[src/rtl/tinyml_display_vga_timing_rx.sv]
// Recovers pixel coordinates and line/frame timing from a DE/HS(low)/VS(low) stream; locks after LOCK_FRAMES stable frames.
// Coordinates lag in_de by 2 cycles; no backpressure, the video stream is free-running.
module tinyml_display_vga_timing_rx #(
  parameter int PW          = 14,
  parameter int VW          = 12,
  parameter int LOCK_FRAMES = 2,
  parameter int TIMEOUT_W   = 16
) (
  input  logic          in_pclk,
  input  logic          in_rst,
  input  logic          in_de,
  input  logic          in_hs,
  input  logic          in_vs,
  output logic [PW-1:0] out_x,
  output logic [VW-1:0] out_y,
  output logic          out_valid,
  output logic          out_sof,
  output logic          out_eol,
  output logic [PW-1:0] out_h_total,
  output logic [PW-1:0] out_h_active,
  output logic [VW-1:0] out_v_total,
  output logic [VW-1:0] out_v_active,
  output logic          out_locked,
  output logic          out_err
);
  typedef enum logic [1:0] {SEARCH = 2'd0, MEASURE = 2'd1, CHECK = 2'd2, LOCKED = 2'd3} state_t;

  state_t               state_q, state_d;
  logic                 de_s1_q, hs_s1_q, vs_s1_q, de_s2_q, hs_s2_q, vs_s2_q;
  logic [PW-1:0]        x_q, x_d;
  logic [VW-1:0]        y_q, y_d;
  logic                 valid_q, valid_d, sof_q, sof_d, eol_q, eol_d;
  logic [PW-1:0]        h_cnt_q, h_cnt_d, h_line_q, h_line_d, run_q, run_d, ha_line_q, ha_line_d;
  logic [VW-1:0]        vh_cnt_q, vh_cnt_d, vd_cnt_q, vd_cnt_d;
  logic [TIMEOUT_W-1:0] to_cnt_q, to_cnt_d;
  logic [PW-1:0]        ref_ht_q, ref_ht_d, ref_ha_q, ref_ha_d, m_ht_q, m_ht_d, m_ha_q, m_ha_d;
  logic [VW-1:0]        ref_vt_q, ref_vt_d, ref_va_q, ref_va_d, m_vt_q, m_vt_d, m_va_q, m_va_d;
  logic [3:0]           match_q, match_d;
  logic                 locked_q, locked_d, err_q, err_d;

  logic                 de_rise, de_fall, hs_fall, vs_fall, timeout, sat_err, chk_err, frame_match;
  logic [PW-1:0]        h_inc, run_inc, fr_ht, fr_ha;
  logic [VW-1:0]        vh_inc, vd_inc, fr_vt, fr_va;

  assign de_rise = de_s1_q & ~de_s2_q;
  assign de_fall = ~de_s1_q & de_s2_q;
  assign hs_fall = ~hs_s1_q & hs_s2_q;
  assign vs_fall = ~vs_s1_q & vs_s2_q;

  // Saturating increments; counters stick at all-ones rather than wrapping.
  assign h_inc   = (&h_cnt_q)  ? h_cnt_q  : h_cnt_q + 1'b1;
  assign run_inc = (&run_q)    ? run_q    : run_q + 1'b1;
  assign vh_inc  = (&vh_cnt_q) ? vh_cnt_q : vh_cnt_q + 1'b1;
  assign vd_inc  = (&vd_cnt_q) ? vd_cnt_q : vd_cnt_q + 1'b1;

  // An edge coinciding with VS fall still belongs to the frame that is ending.
  assign fr_ht = hs_fall ? h_cnt_q : h_line_q;
  assign fr_ha = de_fall ? run_q   : ha_line_q;
  assign fr_vt = hs_fall ? vh_inc  : vh_cnt_q;
  assign fr_va = de_fall ? vd_inc  : vd_cnt_q;
  assign frame_match = (fr_ht == ref_ht_q) && (fr_ha == ref_ha_q) &&
                       (fr_vt == ref_vt_q) && (fr_va == ref_va_q);

  always_comb begin
    x_d       = de_s1_q ? (de_s2_q ? x_q + 1'b1 : '0) : '0;
    y_d       = vs_fall ? '0 : (de_fall ? y_q + 1'b1 : y_q);
    valid_d   = de_s1_q;
    sof_d     = de_s1_q && (x_d == '0) && (y_d == '0);
    eol_d     = de_s1_q && !in_de;
    h_cnt_d   = hs_fall ? PW'(1) : h_inc;
    h_line_d  = hs_fall ? h_cnt_q : h_line_q;
    run_d     = de_s1_q ? (de_rise ? PW'(1) : run_inc) : run_q;
    ha_line_d = de_fall ? run_q : ha_line_q;
    vh_cnt_d  = vs_fall ? '0 : fr_vt;
    vd_cnt_d  = vs_fall ? '0 : fr_va;
    to_cnt_d  = hs_fall ? '0 : to_cnt_q + 1'b1;
    timeout   = &to_cnt_d;
    if (timeout) to_cnt_d = '0;
    sat_err   = (!hs_fall && (&h_inc) && !(&h_cnt_q)) ||
                (de_s1_q && !de_rise && (&run_inc) && !(&run_q)) ||
                (hs_fall && (&vh_inc) && !(&vh_cnt_q)) ||
                (de_fall && (&vd_inc) && !(&vd_cnt_q));
  end

  always_comb begin
    state_d  = state_q;
    match_d  = match_q;
    ref_ht_d = ref_ht_q;
    ref_ha_d = ref_ha_q;
    ref_vt_d = ref_vt_q;
    ref_va_d = ref_va_q;
    m_ht_d   = m_ht_q;
    m_ha_d   = m_ha_q;
    m_vt_d   = m_vt_q;
    m_va_d   = m_va_q;
    chk_err  = 1'b0;
    if (timeout) begin
      state_d = SEARCH;
      match_d = '0;
    end else if (vs_fall) begin
      case (state_q)
        SEARCH:  state_d = MEASURE;
        MEASURE: begin
          {ref_ht_d, ref_ha_d, ref_vt_d, ref_va_d} = {fr_ht, fr_ha, fr_vt, fr_va};
          match_d = 4'd1;
          state_d = (LOCK_FRAMES <= 1) ? LOCKED : CHECK;
        end
        CHECK: begin
          if (frame_match) begin
            match_d = match_q + 4'd1;
            if (match_d >= 4'(LOCK_FRAMES)) state_d = LOCKED;
          end else begin
            {ref_ht_d, ref_ha_d, ref_vt_d, ref_va_d} = {fr_ht, fr_ha, fr_vt, fr_va};
            match_d = 4'd1;
            chk_err = 1'b1;
          end
        end
        default: begin
          if (!frame_match) begin
            {ref_ht_d, ref_ha_d, ref_vt_d, ref_va_d} = {fr_ht, fr_ha, fr_vt, fr_va};
            match_d = 4'd1;
            chk_err = 1'b1;
            state_d = CHECK;
          end
        end
      endcase
      // Published timing only moves when a frame is accepted as locked.
      if (state_d == LOCKED) {m_ht_d, m_ha_d, m_vt_d, m_va_d} = {fr_ht, fr_ha, fr_vt, fr_va};
    end
    locked_d = (state_d == LOCKED);
    err_d    = timeout | sat_err | chk_err;
  end

  always_ff @(posedge in_pclk) begin
    if (in_rst) begin
      state_q  <= SEARCH;
      de_s1_q  <= 1'b0;  hs_s1_q <= 1'b1;  vs_s1_q <= 1'b1;
      de_s2_q  <= 1'b0;  hs_s2_q <= 1'b1;  vs_s2_q <= 1'b1;
      x_q      <= '0;    y_q     <= '0;
      valid_q  <= 1'b0;  sof_q   <= 1'b0;  eol_q   <= 1'b0;
      h_cnt_q  <= '0;    h_line_q <= '0;   run_q   <= '0;   ha_line_q <= '0;
      vh_cnt_q <= '0;    vd_cnt_q <= '0;   to_cnt_q <= '0;
      ref_ht_q <= '0;    ref_ha_q <= '0;   ref_vt_q <= '0;  ref_va_q  <= '0;
      m_ht_q   <= '0;    m_ha_q   <= '0;   m_vt_q   <= '0;  m_va_q    <= '0;
      match_q  <= '0;    locked_q <= 1'b0; err_q    <= 1'b0;
    end else begin
      state_q  <= state_d;
      de_s1_q  <= in_de;    hs_s1_q <= in_hs;    vs_s1_q <= in_vs;
      de_s2_q  <= de_s1_q;  hs_s2_q <= hs_s1_q;  vs_s2_q <= vs_s1_q;
      x_q      <= x_d;      y_q     <= y_d;
      valid_q  <= valid_d;  sof_q   <= sof_d;    eol_q   <= eol_d;
      h_cnt_q  <= h_cnt_d;  h_line_q <= h_line_d; run_q  <= run_d;  ha_line_q <= ha_line_d;
      vh_cnt_q <= vh_cnt_d; vd_cnt_q <= vd_cnt_d; to_cnt_q <= to_cnt_d;
      ref_ht_q <= ref_ht_d; ref_ha_q <= ref_ha_d; ref_vt_q <= ref_vt_d; ref_va_q <= ref_va_d;
      m_ht_q   <= m_ht_d;   m_ha_q   <= m_ha_d;   m_vt_q   <= m_vt_d;   m_va_q   <= m_va_d;
      match_q  <= match_d;  locked_q <= locked_d; err_q    <= err_d;
    end
  end

  assign out_x        = x_q;
  assign out_y        = y_q;
  assign out_valid    = valid_q;
  assign out_sof      = sof_q;
  assign out_eol      = eol_q;
  assign out_h_total  = m_ht_q;
  assign out_h_active = m_ha_q;
  assign out_v_total  = m_vt_q;
  assign out_v_active = m_va_q;
  assign out_locked   = locked_q;
  assign out_err      = err_q;
endmodule

[config.mk]
export PLATFORM = sky130hd
export DESIGN_NAME = tinyml_display_vga_timing_rx
export DESIGN_NICKNAME = d
export VERILOG_FILES = /design/src/rtl/tinyml_display_vga_timing_rx.sv
export SDC_FILE = /design/constraint.sdc
export NUM_CORES = 1
export LEC_CHECK = 0
export ABC_AREA = 1
export BUFFER_PORTS_ARGS = -buffer_cell sky130_fd_sc_hd__buf_4
export CORE_MARGIN = 4
export CORE_UTILIZATION = 55
export DETAILED_ROUTE_END_ITERATION = 12
export PLACE_DENSITY_LB_ADDON = 0.2
export SLEW_MARGIN = 40
export SYNTH_ARGS = -nofsm -noshare
export SYNTH_HDL_FRONTEND = slang
export SYNTH_SLANG_ARGS = --single-unit
[constraint.sdc]
create_clock -name in_pclk -period 2.7 [get_ports in_pclk]
set_clock_uncertainty 0.1 [all_clocks]
set_input_delay 0.135 -clock in_pclk [delete_from_list [all_inputs] [get_ports in_pclk]]
set_output_delay 0.135 -clock in_pclk [all_outputs]
set_load 0.01 [all_outputs]
==> results.toml <==
[critical_path]
critPathCaptureType = "flop"
crit_end = "out_h_total[8]"
r2r_cells = 20
critPathRequiredTime_ns = 3.03
crit_path_max_fanout = 8
cp.arrival_ns = 3.37
criticalPathCategory = "flop to flop"
worst_setup_path_startpoint = "vh_cnt_q[5]"
reg2reg_to = "out_h_total[8]"
reg2reg_slack_ns = -0.34
timing.rr.start = "vh_cnt_q[5]"
worstSetupStartpointType = "flop"

[logic_synthesis]
synth_flop_cell = "dfxtp_1"
ys_types = 43
synth_enable_flop_cells = 0
syn_inst = 1877
synth_seq_cells = 242
synth.area.top_cells = "dfxtp_1 (40%), nand2_1 (16%), nor2_1 (9.7%)"
synthTopCellsByCount = "nand2_1 (515), nor2_1 (315), dfxtp_1 (242)"
yosysSeqAreaShare_pct = 39.6
syn_nets = 1895
avgSynthCellArea_um2 = 6.53
async_reset_ff_share_pct = 0
ys.warnings.count = 0
post_synth_instance_area_um2 = 12200
yosysTopAreaCellShare_pct = 39.6
synth_top_area_cell = "dfxtp_1"
synth_most_common_cell = "nand2_1"

[timing]
hold_viol = 0
grt_setup_unrepaired = "true"
fin_crit_ns = 3.04
setup_tns_ns = -21.65
fin_ws_ns = -0.339
period_share_pct = 113
tightestPinTransition_ns = 0.701
relSlewSlack_pct = 53.2
setup_viol = 110
drv_slew = 0
max_freq_mhz = 329

[placement]
place.gp.congestion = 0.937
port_buffers = 87
dp_slack_ns = -0.375
placed_area_um2 = 14500
place_hpwl_um = 23400

[detailed_routing]
vias = 13334
postRouteWirelength_um = 39000
ant_nets = 0
first_iter_violations = 1197
wl_per_cell_um = 15.8
drt_pass1_iterations = 5
vias_per_cell = 5.41
drc = 0

[floorplan]
die_h_um = 157
io_pins = 88
dieArea_um2 = 24700
die_x_um = 157
rows = 54
core_um2 = 21900
initial_core_util_pct = 55.9

[clock_tree]
clock_latency_ns = 0.54
clk_path_buf_depth = 3
ctsHtreeMaxLevel = 1
cts.sinks = 242
cts.clk_slew.worst_paths_ns = 0.06
cts-root-buf = "clkbuf_16"
cts_tree = "yes"
numCtsBuffers = 26

[outcome]
violations = "setup timing"
status = "finished, violations left"

[layout]
final_area_um2 = 17200
final_nets = 2185
area_delta_synth_final_pct = 40.3
diodes = 0
fin_util_pct = 78.5
drive_gt1_share_pct = 29.6

[min_path]
min_path_type = "input pin to flop"

[power_and_ir_drop]
ir_drop_mv = 0.455
seqPwrFrac_pct = 43.5
p_int_mw = 6.37
p_clk_share_pct = 43.2
power.total_mw = 8.59
p_sw_mw = 2.22
share_comb_of_total_power_pct = 13.3
sw_frac_of_total_pct = 25.8
p_leak_nw = 7.94
power_density_nw_per_um2 = 500

[grt]
grt_pass1_wl_um = 54900
antenna_found_initial = 0
grt_remaining_overflow = 0
grt_pass1_vias = 11753
grt_max_degree = 67
grt_util_all_layers_pct = 26.4

[job]
maxCapViolCount = 0
critical path, stage by stage (launching register included):
cell,delay (ns)
dfxtp_4,0.41
nand2_1,0.12
buf_4,0.15
nor2_1,0.16
nand4_1,0.15
nand2_1,0.13
nand2_1,0.10
nand2_1,0.09
nand2_1,0.06
nand2_1,0.06
nand2_1,0.06
nor2_2,0.18
nand3_4,0.12
nor2_4,0.14
nand3_2,0.08
nand2_2,0.09
nand3_4,0.15
buf_12,0.20
buf_4,0.15
nor2_1,0.14
nor2_1,0.07
what timing repair did:
action	in CTS	in global routing
resized for setup	27	302
hold buffers	5	0
endpoints found under the hold margin	22	0
buffers inserted	7	24
cloned	1	16
pin swaps	7	103
setup endpoints to repair	127	129
cells in the final DEF (no fill, tap or decap), drive strengths merged:
cell type    count
a21oi           75
a22oi            1
xnor2           12
or2             12
nand3b          12
a211oi           1
o21a             3
nand4           52
nor2           326
dlygate4sd3      5
mux2i            1
o211ai           5
o221ai           1
ha              13
dfxtp          242
o22ai            1
buf            315
a31o             1
clkinv           8
bufbuf           1
inv            256
o31ai            1
a221oi           1
o21bai           1
nand3          106
xor2            49
a2bb2oi          1
o41ai            1
nor3            14
nand2          523
bufinv           3
o21ai           82
clkbuf          50
nor3b            4
nor4             7
logic make-up (layout without fill, tap and decap cells):
logic type	Yosys count	in the layout	synth area share, %
compound gates	175	175	7.90
xor+xnor	61	61	4.36
fa+ha+maj	13	13	1.33
buf+inv	330	638	10.6
flops	242	242	39.6
mux	1	1	0.0817
simple gates	1055	1056	36.2
area by class of cell:
| type | count | area [um^2] |
|---|---|---|
| multi-input combinational | 1306 | 7030 |
| sequential | 242 | 4870 |
| fill | 1486 | 4710 |
| timing repair buffer | 334 | 3050 |
| inverter | 257 | 987 |
| clock buffer | 37 | 752 |
| tap | 280 | 350 |
| clock inverter | 10 | 136 |
metal layers:
metal | global-route usage [%] | part of all wire [%] | wire length (um)
met4 | 7.99 | 4.4 | 1720
met1 | 33.7 | 40 | 15500
met3 | 3.44 | 6.3 | 2450
met5 | 0 | 0 | 0
met2 | 46.8 | 50 | 19300
worst min-delay path by stage:
| stage | startpoint | to | slack [ns] | depth (start not counted) |
|---|---|---|---|---|
| after floorplan | in_de | out_eol | 0.11 | 1 |
| after global placement | in_de | out_eol | 0.21 | 2 |
| after detailed placement | in_de | out_eol | 0.22 | 2 |
| after CTS | in_de | out_eol | 0.20 | 3 |
| after global routing | in_de | out_eol | 0.23 | 3 |
| final | in_de | out_eol | 0.21 | 3 |
power by group through the flow:
| stage | sequential [mW] | clock [mW] | combinational (mW) |
|---|---|---|---|
| 3_3_place_gp | 3.80 | 0 | 0.883 |
| 2_1_floorplan | 3.81 | 0 | 0.520 |
| 3_5_place_dp | 3.81 | 0 | 0.902 |
| 6_report | 3.74 | 3.71 | 1.14 |
| 4_1_cts | 3.73 | 3.73 | 0.936 |
| 5_1_grt | 3.75 | 3.88 | 1.24 |
state kept, by name (all words and copies together), names as in the netlist, 2 cells and up:
name,count
ha_line_q,14
out_h_active,14
h_line_q,14
run_q,14
match_q,4
ref_vt_q,12
out_y,12
out_v_total,12
out_h_total,14
ref_ht_q,14
vd_cnt_q,12
ref_ha_q,14
ref_va_q,12
out_x,14
state_q,2
out_v_active,12
vh_cnt_q,12
to_cnt_q,16
h_cnt_q,14
metrics by stage:
stage / hold slack, ns / cells
2_1_floorplan: 0.114 / 1877
5_1_grt: 0.228 / 2466
4_1_cts: 0.199 / 2427
3_3_place_gp: 0.215 / 2367
6_report: 0.214 / 2466
3_5_place_dp: 0.218 / 2367
Power figures use the tool's default switching activity.
